### config.mk
export PLATFORM = sky130hd
export DESIGN_NAME = fetch_unit
export DESIGN_NICKNAME = d
export VERILOG_FILES = /design/src/rtl/fetch_unit_pkg.sv /design/src/rtl/fetch_unit.sv
export SDC_FILE = /design/constraint.sdc
export NUM_CORES = 1
export LEC_CHECK = 0
export ABC_CLOCK_PERIOD_IN_PS = 2800
export BUFFER_PORTS_ARGS = -buffer_cell sky130_fd_sc_hd__buf_4
export CORE_UTILIZATION = 53
export CTS_CLUSTER_SIZE = 25
export DETAILED_ROUTE_END_ITERATION = 8
export GPL_TIMING_DRIVEN = 0
export PLACE_DENSITY_LB_ADDON = 0.3
export REMOVE_ABC_BUFFERS = 1
export SYNTH_ARGS = -nofsm -noshare
export SYNTH_HDL_FRONTEND = slang
export SYNTH_SLANG_ARGS = --single-unit
### constraint.sdc
create_clock -name clk_i -period 2.8 [get_ports clk_i]
set_input_delay 0.56 -clock clk_i [delete_from_list [all_inputs] [get_ports clk_i]]
set_output_delay 0.56 -clock clk_i [all_outputs]
set_load 0.02 [all_outputs]
### src/rtl/fetch_unit_pkg.sv
// -----------------------------------------------------------------------------
// fetch_unit_pkg
//
// Shared definitions for the instruction fetch stage:
//   - fetch_state_e     : FSM state encoding (request, hold-for-decode, drain)
//   - NOP_INSTR         : canonical RV32I NOP (addi x0, x0, 0)
//   - DEFAULT_RESET_PC  : default PC of the first fetch after reset
//   - align_target()    : force a redirect target onto a word boundary
//   - is_misaligned()   : flag a redirect target whose low bits are non-zero
// -----------------------------------------------------------------------------
package fetch_unit_pkg;

  typedef enum logic [1:0] {
    FETCH_REQ   = 2'd0,  // request outstanding at fetch_pc
    FETCH_HOLD  = 2'd1,  // instruction held, offered to decode
    FETCH_DRAIN = 2'd2   // wrong-path request still in flight, waiting for ack
  } fetch_state_e;

  localparam logic [31:0] NOP_INSTR        = 32'h0000_0013;
  localparam logic [31:0] DEFAULT_RESET_PC = 32'h0000_0000;
  localparam logic [31:0] PC_STEP          = 32'd4;

  // Instruction memory is word addressed; the low two bits of a target are
  // dropped and reported separately through the misalign flag.
  function automatic logic [31:0] align_target(input logic [31:0] pc);
    return {pc[31:2], 2'b00};
  endfunction

  function automatic logic is_misaligned(input logic [31:0] pc);
    return (pc[1:0] != 2'b00);
  endfunction

endpackage : fetch_unit_pkg

### src/rtl/fetch_unit.sv
// -----------------------------------------------------------------------------
// fetch_unit
//
// Instruction fetch stage. Owns the program counter, issues one word request
// at a time to instruction memory and hands the fetched word plus its PC to
// decode. Redirects from branch/jump resolution discard wrong-path fetches,
// including a request that is already in flight.
//
// Ports
//   clk_i          in   clock, rising edge
//   rst_i          in   synchronous active-high reset
//   imem_req_o     out  fetch request, held until imem_ack_i
//   imem_addr_o    out  word address of the request (stable while requesting)
//   imem_ack_i     in   memory response, imem_data_i valid in the same cycle
//   imem_data_i    in   fetched instruction word
//   redirect_i     in   one-cycle pulse: resume fetching at redirect_pc_i
//   redirect_pc_i  in   redirect target
//   instr_valid_o  out  instruction_o / pc_o valid for decode
//   instr_ready_i  in   decode accepts the instruction this cycle
//   instruction_o  out  instruction word to decode
//   pc_o           out  PC of instruction_o
//   misalign_o     out  one-cycle pulse: last redirect target had [1:0] != 0
//
// Handshakes
//   Memory side: a request is one cycle with imem_req_o=1 and imem_ack_i=1.
//   imem_addr_o never changes while imem_req_o=1 and no ack has been seen;
//   imem_ack_i is ignored whenever imem_req_o=0.
//   Decode side: a transfer is one cycle with instr_valid_o=1 and
//   instr_ready_i=1. While valid is high and ready is low, instruction_o and
//   pc_o hold. Valid is dropped combinationally in a redirect cycle, so a
//   killed instruction is never transferred.
// -----------------------------------------------------------------------------
module fetch_unit
  import fetch_unit_pkg::*;
#(
  parameter logic [31:0] RESET_PC = DEFAULT_RESET_PC
) (
  input  logic        clk_i,
  input  logic        rst_i,
  // instruction memory
  output logic        imem_req_o,
  output logic [31:0] imem_addr_o,
  input  logic        imem_ack_i,
  input  logic [31:0] imem_data_i,
  // redirect from branch/jump resolution
  input  logic        redirect_i,
  input  logic [31:0] redirect_pc_i,
  // decode
  output logic        instr_valid_o,
  input  logic        instr_ready_i,
  output logic [31:0] instruction_o,
  output logic [31:0] pc_o,
  output logic        misalign_o
);

  fetch_state_e state_q, state_d;
  logic [31:0]  fetch_pc_q, fetch_pc_d;      // address of next / in-flight request
  logic [31:0]  pending_pc_q, pending_pc_d;  // redirect target captured while draining
  logic [31:0]  instr_q, instr_d;
  logic [31:0]  instr_pc_q, instr_pc_d;
  logic         misalign_q, misalign_d;

  logic [31:0]  target;

  assign target = align_target(redirect_pc_i);

  // ---------------------------------------------------------------------------
  // State register
  // ---------------------------------------------------------------------------
  always_ff @(posedge clk_i) begin
    if (rst_i) begin
      state_q      <= FETCH_REQ;
      fetch_pc_q   <= RESET_PC;
      pending_pc_q <= 32'h0000_0000;
      instr_q      <= NOP_INSTR;
      instr_pc_q   <= 32'h0000_0000;
      misalign_q   <= 1'b0;
    end else begin
      state_q      <= state_d;
      fetch_pc_q   <= fetch_pc_d;
      pending_pc_q <= pending_pc_d;
      instr_q      <= instr_d;
      instr_pc_q   <= instr_pc_d;
      misalign_q   <= misalign_d;
    end
  end

  // ---------------------------------------------------------------------------
  // Next-state logic
  // ---------------------------------------------------------------------------
  always_comb begin
    state_d      = state_q;
    fetch_pc_d   = fetch_pc_q;
    pending_pc_d = pending_pc_q;
    instr_d      = instr_q;
    instr_pc_d   = instr_pc_q;
    // A misaligned redirect is reported whatever state the FSM is in.
    misalign_d   = redirect_i & is_misaligned(redirect_pc_i);

    unique case (state_q)
      FETCH_REQ: begin
        if (imem_ack_i) begin
          if (redirect_i) begin
            // Response belongs to the wrong path; restart at the target.
            fetch_pc_d = target;
          end else begin
            instr_d    = imem_data_i;
            instr_pc_d = fetch_pc_q;
            fetch_pc_d = fetch_pc_q + PC_STEP;  // wraps modulo 2^32
            state_d    = FETCH_HOLD;
          end
        end else if (redirect_i) begin
          // The request cannot be retracted: keep presenting the stale
          // address until memory answers, and remember where to go next.
          pending_pc_d = target;
          state_d      = FETCH_DRAIN;
        end
      end

      FETCH_HOLD: begin
        if (redirect_i) begin
          // Held instruction is on the wrong path; it is killed even if
          // decode is ready this cycle.
          fetch_pc_d = target;
          state_d    = FETCH_REQ;
        end else if (instr_ready_i) begin
          state_d = FETCH_REQ;
        end
      end

      FETCH_DRAIN: begin
        if (redirect_i) begin
          pending_pc_d = target;  // latest redirect wins
        end
        if (imem_ack_i) begin
          // Stale data is dropped; a redirect arriving with the ack is the
          // newest target and bypasses pending_pc.
          fetch_pc_d = redirect_i ? target : pending_pc_q;
          state_d    = FETCH_REQ;
        end
      end

      default: begin
        state_d = FETCH_REQ;
      end
    endcase
  end

  // ---------------------------------------------------------------------------
  // Outputs
  // ---------------------------------------------------------------------------
  // Reset gates the request and the flags immediately, so an in-flight
  // request is abandoned in the very cycle rst_i rises.
  assign imem_req_o    = ~rst_i & (state_q != FETCH_HOLD);
  assign imem_addr_o   = fetch_pc_q;
  assign instr_valid_o = ~rst_i & (state_q == FETCH_HOLD) & ~redirect_i;
  assign instruction_o = instr_q;
  assign pc_o          = instr_pc_q;
  assign misalign_o    = ~rst_i & misalign_q;

endmodule : fetch_unit

# After elaboration in Yosys (flattened, before gate mapping)
# Index checks and enable logic that the tools add are counted.
op_classes:
  addsub: 1
  n_eq_ne: 10
  n_mux: 15
  bitwise: 7
  n_reduce_logical: 8
op_table:
  columns: ["op", "n"]
  rows:
  - ["$mux W32", 6]
  - ["$pmux W32 S3", 1]
  - ["$pmux W32 S2", 1]
  - ["$add A32 B3 Y32 const B", 1]
  - ["$mux W2", 6]
  - ["$ne A3 B3 Y1 const B", 3]
  - ["$ne A2 B2 Y1 const B", 4]
  - ["$reduce_and A4 Y1", 2]
  - ["$pmux W2 S3", 1]
  - ["$and A1 B1 Y1", 5]
  - ["$reduce_bool A2 Y1", 2]
  - ["$reduce_and A3 Y1", 1]
  - ["$reduce_bool A3 Y1", 1]
  - ["$eq A2 B1 Y1 const B", 1]
  - ["$eq A2 B2 Y1 const B", 1]
  - ["$logic_not A2 Y1", 1]
  - ["$ne A2 B1 Y1 const B", 1]
  - ["$not A1 Y1", 2]
  - ["$reduce_and A2 Y1", 1]
word_totals:
  regBits: 131
  input_bits: 69
  out_inout_bits: 99
  wordCells: 47

# Longest topological paths before layout
# Gate-level depths: netlist of run 1.
logic_depth:
  ltp_word: 4
  ltp_mapped: 10
  ltp_nobuf: 7

# Worst setup path before layout of run 1
# No wires, ideal clock.
synth_timing:
  path_type: "register to register"
  startpoint: "register fetch_pc_q[2], in the netlist imem_addr_o[2]"
  endpoint: "register fetch_pc_q[16], in the netlist imem_addr_o[16]"
  setup_time_ns: 0.086
  arrival_time_ns: 2.246
  required_ns: 2.714
  slack_ns: 0.468
  stages_incl_launch_ff: 8
  n_path_buf: 1
  path_cell_list: "dfxtp_1 > ha_1 > nand4_1 > or4_4 > buf_6 > or3_1 > xor2_1 > a221oi_2"
synth_via:
  elab_chain_len: 4
synth_rtl:
  columns: ["element", "line", "source"]
  rows:
  - ["from (decl)", "fetch_unit.sv:57", "logic [31:0] fetch_pc_q, fetch_pc_d;"]
  - ["from (signal assigned)", "fetch_unit.sv:80", "fetch_pc_q <= fetch_pc_d;"]
  - ["$add A32 B3 Y32", "fetch_unit.sv:109", "fetch_pc_d = fetch_pc_q + PC_STEP;"]
  - ["$mux W32", "fetch_unit.sv:103", "if (redirect_i) begin"]
  - ["$mux W32", "fetch_unit.sv:102", "if (imem_ack_i) begin"]
  - ["$pmux W32 S3", "fetch_unit.sv:100", "unique case (state_q)"]
# No other way between the ends. The select of a mux whose other input is x is not followed.
# A chain may end at the register's enable or synchronous reset.

# Worst setup path after layout of run 1
layout_timing:
  startpoint: "register state_q[1]"
  endpoint: "register fetch_pc_q[23], in the netlist imem_addr_o[23]"
layout_via:
  elab_chain_len: 3
layout_rtl:
  columns: ["element", "line", "source"]
  rows:
  - ["from (decl)", "fetch_unit.sv:56", "fetch_state_e state_q, state_d;"]
  - ["from (signal assigned)", "fetch_unit.sv:79", "state_q <= state_d;"]
  - ["$eq A2 B1 Y1, or another cell as far along", "fetch_unit.sv:100", null]
  - ["$ne A2 B2 Y1 (no source line) / $reduce_bool A3 Y1 (equally long branches)", null, null]
  - ["$reduce_and A4 Y1 (no source line)", null, null]
# Several ways; a longest one is shown, not always the timed one.

==> flow_metrics.env, run 1 <==
export IMPL_status="finished clean"
export IMPL_drive_gt1_share_pct=25.2
export IMPL_ys_seq_elements=131
export IMPL_fin_tns_setup_ns=0
export IMPL_wl_per_cell_um=16.7
export IMPL_initial_core_util_pct=55.3
export IMPL_ir_worst_vdd_mv=0.522
export IMPL_dieArea_um2=11900
export IMPL_hold_path_class="primary input to register"
export IMPL_ios=168
export IMPL_setup_viol=0
export IMPL_nets=1016
export IMPL_multi_input_area_um2=3280
export IMPL_n_antenna_cell=0
export IMPL_via_count=6388
export IMPL_synth_compound_area_share_pct=23.1
export IMPL_clkLatencyLatePin_ns=0.42
export IMPL_critical_path_arrival_ns=2.97
export IMPL_async_flop_share_pct=0
export IMPL_syn2layout_area_growth_pct=33.0
export IMPL_synth_edf_count=0
export IMPL_syn_area_um2=6100
export IMPL_synth_mux_area_share_pct=2.44
export IMPL_synthSimpleGateAreaFrac_pct=25.1
export IMPL_rsz0062_at_grt="no"
export IMPL_synth_most_common_cell="nand2_1"
export IMPL_dr_pass1_iters=7
export IMPL_grt_start_max_net_pins=140
export IMPL_synth_top_area_share_pct=43.0
export IMPL_core_area_um2=11000
export IMPL_criticalPathCategory="register to register"
export IMPL_dp_hpwl_um=11000
export IMPL_synthCells=807
export IMPL_cts_hold_buf=0
export IMPL_routabilityCongestion=0.831
export IMPL_syn_area_per_cell_um2=7.56
export IMPL_yosysUniqueCellTypes=68
export IMPL_r2r_setup_slack_ns=0.15
export IMPL_grtUsageTotal_pct=30.7
export IMPL_synth_top_family_by_area="simple AND/OR/NAND/NOR gates"
export IMPL_slowest_stage="ha_2"
export IMPL_final_core_util_pct=73.5
export IMPL_tritoncts="done"
export IMPL_fp_dieW_um=109
export IMPL_pre_cts_ws_ns=-0.747
export IMPL_drt_total_wl_um=18200
export IMPL_clk_pin_slew_ns=0.06
export IMPL_fin_skew_ns=0.0105
export IMPL_htreeDepth=4
export IMPL_detail_route_antenna_nets=0
export IMPL_numClockSinks=131
export IMPL_dieHeight_um=109
export IMPL_antenna_found_initial=0
export IMPL_maxSlewHeadroom_pct=29.3
export IMPL_grt_remaining_overflow=0
export IMPL_wl_met1_um=7420
export IMPL_cts_buffers=17
export IMPL_fin_crit_sh_pct=94.6
export IMPL_slew_viol_final=0
export IMPL_drtIter0Drc=664
export IMPL_rows=38
export IMPL_min_period_ns=2.65
export IMPL_ff_latch_area_um2=2620
export IMPL_start_kind="register"
export IMPL_routed_top_layer="met4"
export IMPL_cp_max_fo=26
export IMPL_cts_root_buf="clkbuf_16"
export IMPL_dr_wl_met2_um=8790
export IMPL_path_cells="inv_1 > ha_2 > clkinvlp_4 > buf_4 > o22ai_4 > a22o_1 > a31oi_1 > o32ai_1"
export IMPL_setup_ws_ns=0.151
export IMPL_synth_common_cells="nand2_1, a21oi_1, dfxtp_1, clkbuf_1, nor2_1"
export IMPL_grt_pass1_vias=5775
export IMPL_drc=0
export IMPL_slowest_delay_ns=0.72
export IMPL_vias_per_cell=5.84
export IMPL_hold_viol=0
export IMPL_maxCapViolations=0
export IMPL_yosys_top_cells_area="dfxtp_1, nand2_1, a21oi_1"
export IMPL_synth_adder_area_share_pct=1.03
export IMPL_fill_cells=915
export IMPL_crit_required_ns=3.13
export IMPL_wl_met3_um=1740
export IMPL_tightest_slew_ns=1.06
export IMPL_fmax_mhz=378
export IMPL_grt_pass1_wl_um=28500
export IMPL_synth_seq_area_share_pct=43.0
export IMPL_ctsLongestPathBuffers=2
export IMPL_yosysTopAreaCell="dfxtp_1"
export IMPL_synth_xor_area_share_pct=0.718
export IMPL_yosys_warnings=0
export IMPL_p_per_area_nw_per_um2=684
export IMPL_cellLeakagePower_nw=3.19
export IMPL_worst_setup_path_end_kind="register"
export IMPL_ys_flop_type="dfxtp_1"
export IMPL_fin_hold_ws_ns=0.358
export IMPL_port_buffers=167
[through the flow]
stage | instance area, um2 | cells | power (W)
floorplan | 5860 | 746 | 0.00275
global placement | 7290 | 1053 | 0.00320
detailed placement | 7390 | 1057 | 0.00323
CTS | 8050 | 1091 | 0.00553
global route | 8110 | 1094 | 0.00578
finish | 8110 | 1094 | 0.00555
[layer usage]
layer	vias up	global-route usage, %
met1	2944	39.2
met4	0	11.1
li1	3080	-
met3	33	6.70
met5	-	0
met2	331	51.0
[worst max-delay path, delay by kind of cell (launching register included)]
| family | cells | cell delay (ns) |
|---|---|---|
| flops | 1 | 0.46 |
| fa+ha+maj | 1 | 0.72 |
| compound gates | 4 | 0.88 |
| buf+inv | 3 | 0.50 |
[final cells by class]
type	count	share of cell area, %
multi-input combinational	604	40.4
sequential	131	32.3
timing repair buffer	177	17.0
clock buffer	19	5.58
tap	140	2.16
clock inverter	12	1.94
inverter	11	0.555
[timing repair]
| item | CTS | global route |
|---|---|---|
| buffers inserted | 3 | 3 |
| endpoints found under the hold margin | 0 | 0 |
| endpoints found under the setup margin | 31 | 13 |
| pin swaps | 1 | 1 |
| gates resized for setup | 7 | 5 |
[registers in the layout, summed over array words and instances (netlist names)]
name           cells
instruction_o     32
pending_pc_q      32
imem_addr_o       32
pc_o              32
misalign_q         1
state_q            2
[path summary, 6_finish.rpt]
kind / from / to / cells after the start
max: state_q[1] / imem_addr_o[23] / 8
max reg2reg: state_q[1] / imem_addr_o[23] / 8
min reg2reg: instruction_o[15] / instruction_o[15] / 2
min: imem_data_i[1] / instruction_o[1] / 3
[where the power goes]
part	internal [W]	total, W	leakage (nW)	switching [W]
Clock	0.00144	0.00229	0.291	0.000844
Sequential	0.00200	0.00215	1.07	0.000157
Combinational	0.000448	0.00111	1.83	0.000660
[cells in the final DEF, fill, tap and decap left out, types with 5 or more instances in the layout]
cell,count
nand4_1,5
a221oi_1,8
o31ai_1,5
nor4_1,9
a22o_1,7
nand3_1,17
o211ai_1,5
o21a_1,6
mux2i_1,7
a31oi_1,8
or3_1,6
inv_1,9
nor3_1,17
clkbuf_16,17
a211oi_1,5
nor2_1,25
dfxtp_1,131
a21oi_1,136
o21ai_0,24
nand2_1,228
buf_4,171
mux2_2,7
[cells by family after synthesis]
family                   count (synthesis)
AO/OA/AOI/OAI                          234
XOR/XNOR                                 5
AND/OR/NAND/NOR                        346
adder cells (fa/ha/maj)                  5
flip-flops                             131
buffers and inverters                   72
multiplexers                            14
(Power assumes the default switching activity.)
==> run 2, diff against run 1 <==
Settings changed: ABC_CLOCK_PERIOD_IN_PS 2800 to 2170, CORE_UTILIZATION 53 to 47, GPL_TIMING_DRIVEN 0 to unset.
Clock period 2.8 ns to 2.17 ns, I/O delays scaled along.
==> flow_metrics.env, run 2 (synthesized netlist as in run 1, its figures left out) <==
export IMPL_grt_start_max_net_pins=61
export IMPL_grt_remaining_overflow=0
export IMPL_r2r_setup_slack_ns=0.06
export IMPL_min_period_ns=2.11
export IMPL_nets=1074
export IMPL_drtIter0Drc=485
export IMPL_cts_hold_buf=0
export IMPL_numClockSinks=131
export IMPL_cp_max_fo=7
export IMPL_final_area_um2=8550
export IMPL_ios=168
export IMPL_status="finished clean"
export IMPL_detail_route_antenna_nets=0
export IMPL_maxSlewHeadroom_pct=58.5
export IMPL_slowest_stage="or4_4"
export IMPL_final_core_util_pct=67.7
export IMPL_grtUsageTotal_pct=27.5
export IMPL_slowest_delay_ns=0.62
export IMPL_ir_worst_vdd_mv=0.408
export IMPL_port_buffers=167
export IMPL_vias_per_cell=5.49
export IMPL_tritoncts="done"
export IMPL_clkLatencyLatePin_ns=0.41
export IMPL_reg2reg_to="imem_addr_o[16]"
export IMPL_cellLeakagePower_nw=3.47
export IMPL_reg2reg_depth=5
export IMPL_fin_skew_ns=0.00539
export IMPL_crit_end="imem_addr_o[16]"
export IMPL_setup_viol=0
export IMPL_path_cells="inv_1 > or4_4 > or3_4 > xor2_1 > a221oi_2"
export IMPL_tightest_slew_ns=0.623
export IMPL_p_per_area_nw_per_um2=840
export IMPL_start_kind="register"
export IMPL_core_area_um2=12600
export IMPL_drive_gt1_share_pct=29.5
export IMPL_cts_root_buf="clkbuf_16"
export IMPL_clk_pin_slew_ns=0.05
export IMPL_grt_pass1_vias=5945
export IMPL_rows=41
export IMPL_mostFrequentLayoutCell="buf_4"
export IMPL_initial_core_util_pct=48.3
export IMPL_reg2reg_from="imem_addr_o[7]"
export IMPL_placed_area_um2=7850
export IMPL_dieHeight_um=116
export IMPL_crit_required_ns=2.50
export IMPL_wl_per_cell_um=15.6
export IMPL_drc=0
export IMPL_via_count=6499
export IMPL_antenna_found_initial=0
export IMPL_routabilityCongestion=0.906
export IMPL_critical_path_top_delay_family="simple AND/OR/NAND/NOR gates"
export IMPL_finalPower_w=0.00718
export IMPL_drt_total_wl_um=18400
export IMPL_fp_dieW_um=116
export IMPL_fin_crit_sh_pct=97.1
export IMPL_critPathBufInv=1
export IMPL_n_antenna_cell=0
export IMPL_dp_hpwl_um=12500
export IMPL_slew_viol_final=0
export IMPL_fmax_mhz=475
export IMPL_criticalPathCategory="register to register"
export IMPL_worst_setup_path_end_kind="register"
export IMPL_final_cell_mix="buf_4, nand2_1, a21oi_1, dfxtp_1, nor2_1"
export IMPL_cp_num_cells=5
export IMPL_htreeDepth=4
export IMPL_maxCapViolations=0
export IMPL_dr_pass1_iters=5
export IMPL_dieArea_um2=13400
export IMPL_hold_path_class="primary input to register"
export IMPL_critPathLaunch="imem_addr_o[7]"
export IMPL_ctsLongestPathBuffers=2
export IMPL_cts_buffers=17
export IMPL_hold_viol=0
export IMPL_syn2layout_area_growth_pct=40.1
export IMPL_critical_path_arrival_ns=2.44
export IMPL_grt_pass1_wl_um=28900
[run 2: tightest hold or removal path: stages]
cell and delay, ns:
buf_4 0.07, nand2_1 0.04, nand3b_1 0.07
[run 2: layout make-up]
class / count / area [um2]
well taps: 172 / 215
clock buffers: 26 / 519
multi-input cells: 604 / 3260
clock inverters: 4 / 70.1
flip-flops and latches: 131 / 2630
repair buffers: 235 / 1810
fillers: 1100 / 4070
inverters: 11 / 45.0
[run 2: worst min path at each step]
| stage | startpoint | to | depth (start not counted) |
|---|---|---|---|
| floorplan | pending_pc_q[11] | pending_pc_q[11] | 2 |
| global placement | pending_pc_q[3] | pending_pc_q[3] | 2 |
| detailed placement | pending_pc_q[4] | pending_pc_q[4] | 2 |
| CTS | imem_data_i[0] | instruction_o[0] | 3 |
| global route | imem_data_i[4] | instruction_o[4] | 3 |
| finish | imem_data_i[1] | instruction_o[1] | 3 |
[run 2: stage by stage]
step	setup WS (ns)	TNS [ns]	hold slack (ns)	std cells
3_3_place_gp	0.140	0	0.441	1147
4_1_cts	0.0452	0	0.221	1177
6_report	0.0626	0	0.235	1183
2_1_floorplan	-1.43	-96.50	0.428	746
3_5_place_dp	0.0293	0	0.447	1147
5_1_grt	-0.00913	-0.00913	0.238	1183
[run 2: repair_timing]
item | in CTS | in global routing
gates resized for setup | 1 | 18
setup buffers | 0 | 6
pin swaps | 0 | 2
setup endpoints to repair | 1 | 11
[run 2: power breakdown]
part,internal (W),switching (W),leakage [nW]
Sequential,0.00258,0.000137,1.07
Clock,0.00186,0.000980,0.292
Combinational,0.000696,0.000931,2.11
[run 2: routing by layer]
layer  GRT usage (%)  vias to the layer above  routed length (um)
met4            11.8                        0                 465
met3            5.60                       37                1300
li1                -                     3198                   -
met1            34.2                     3015                7990
met2            46.2                      249                8650
met5               0                        -                   0
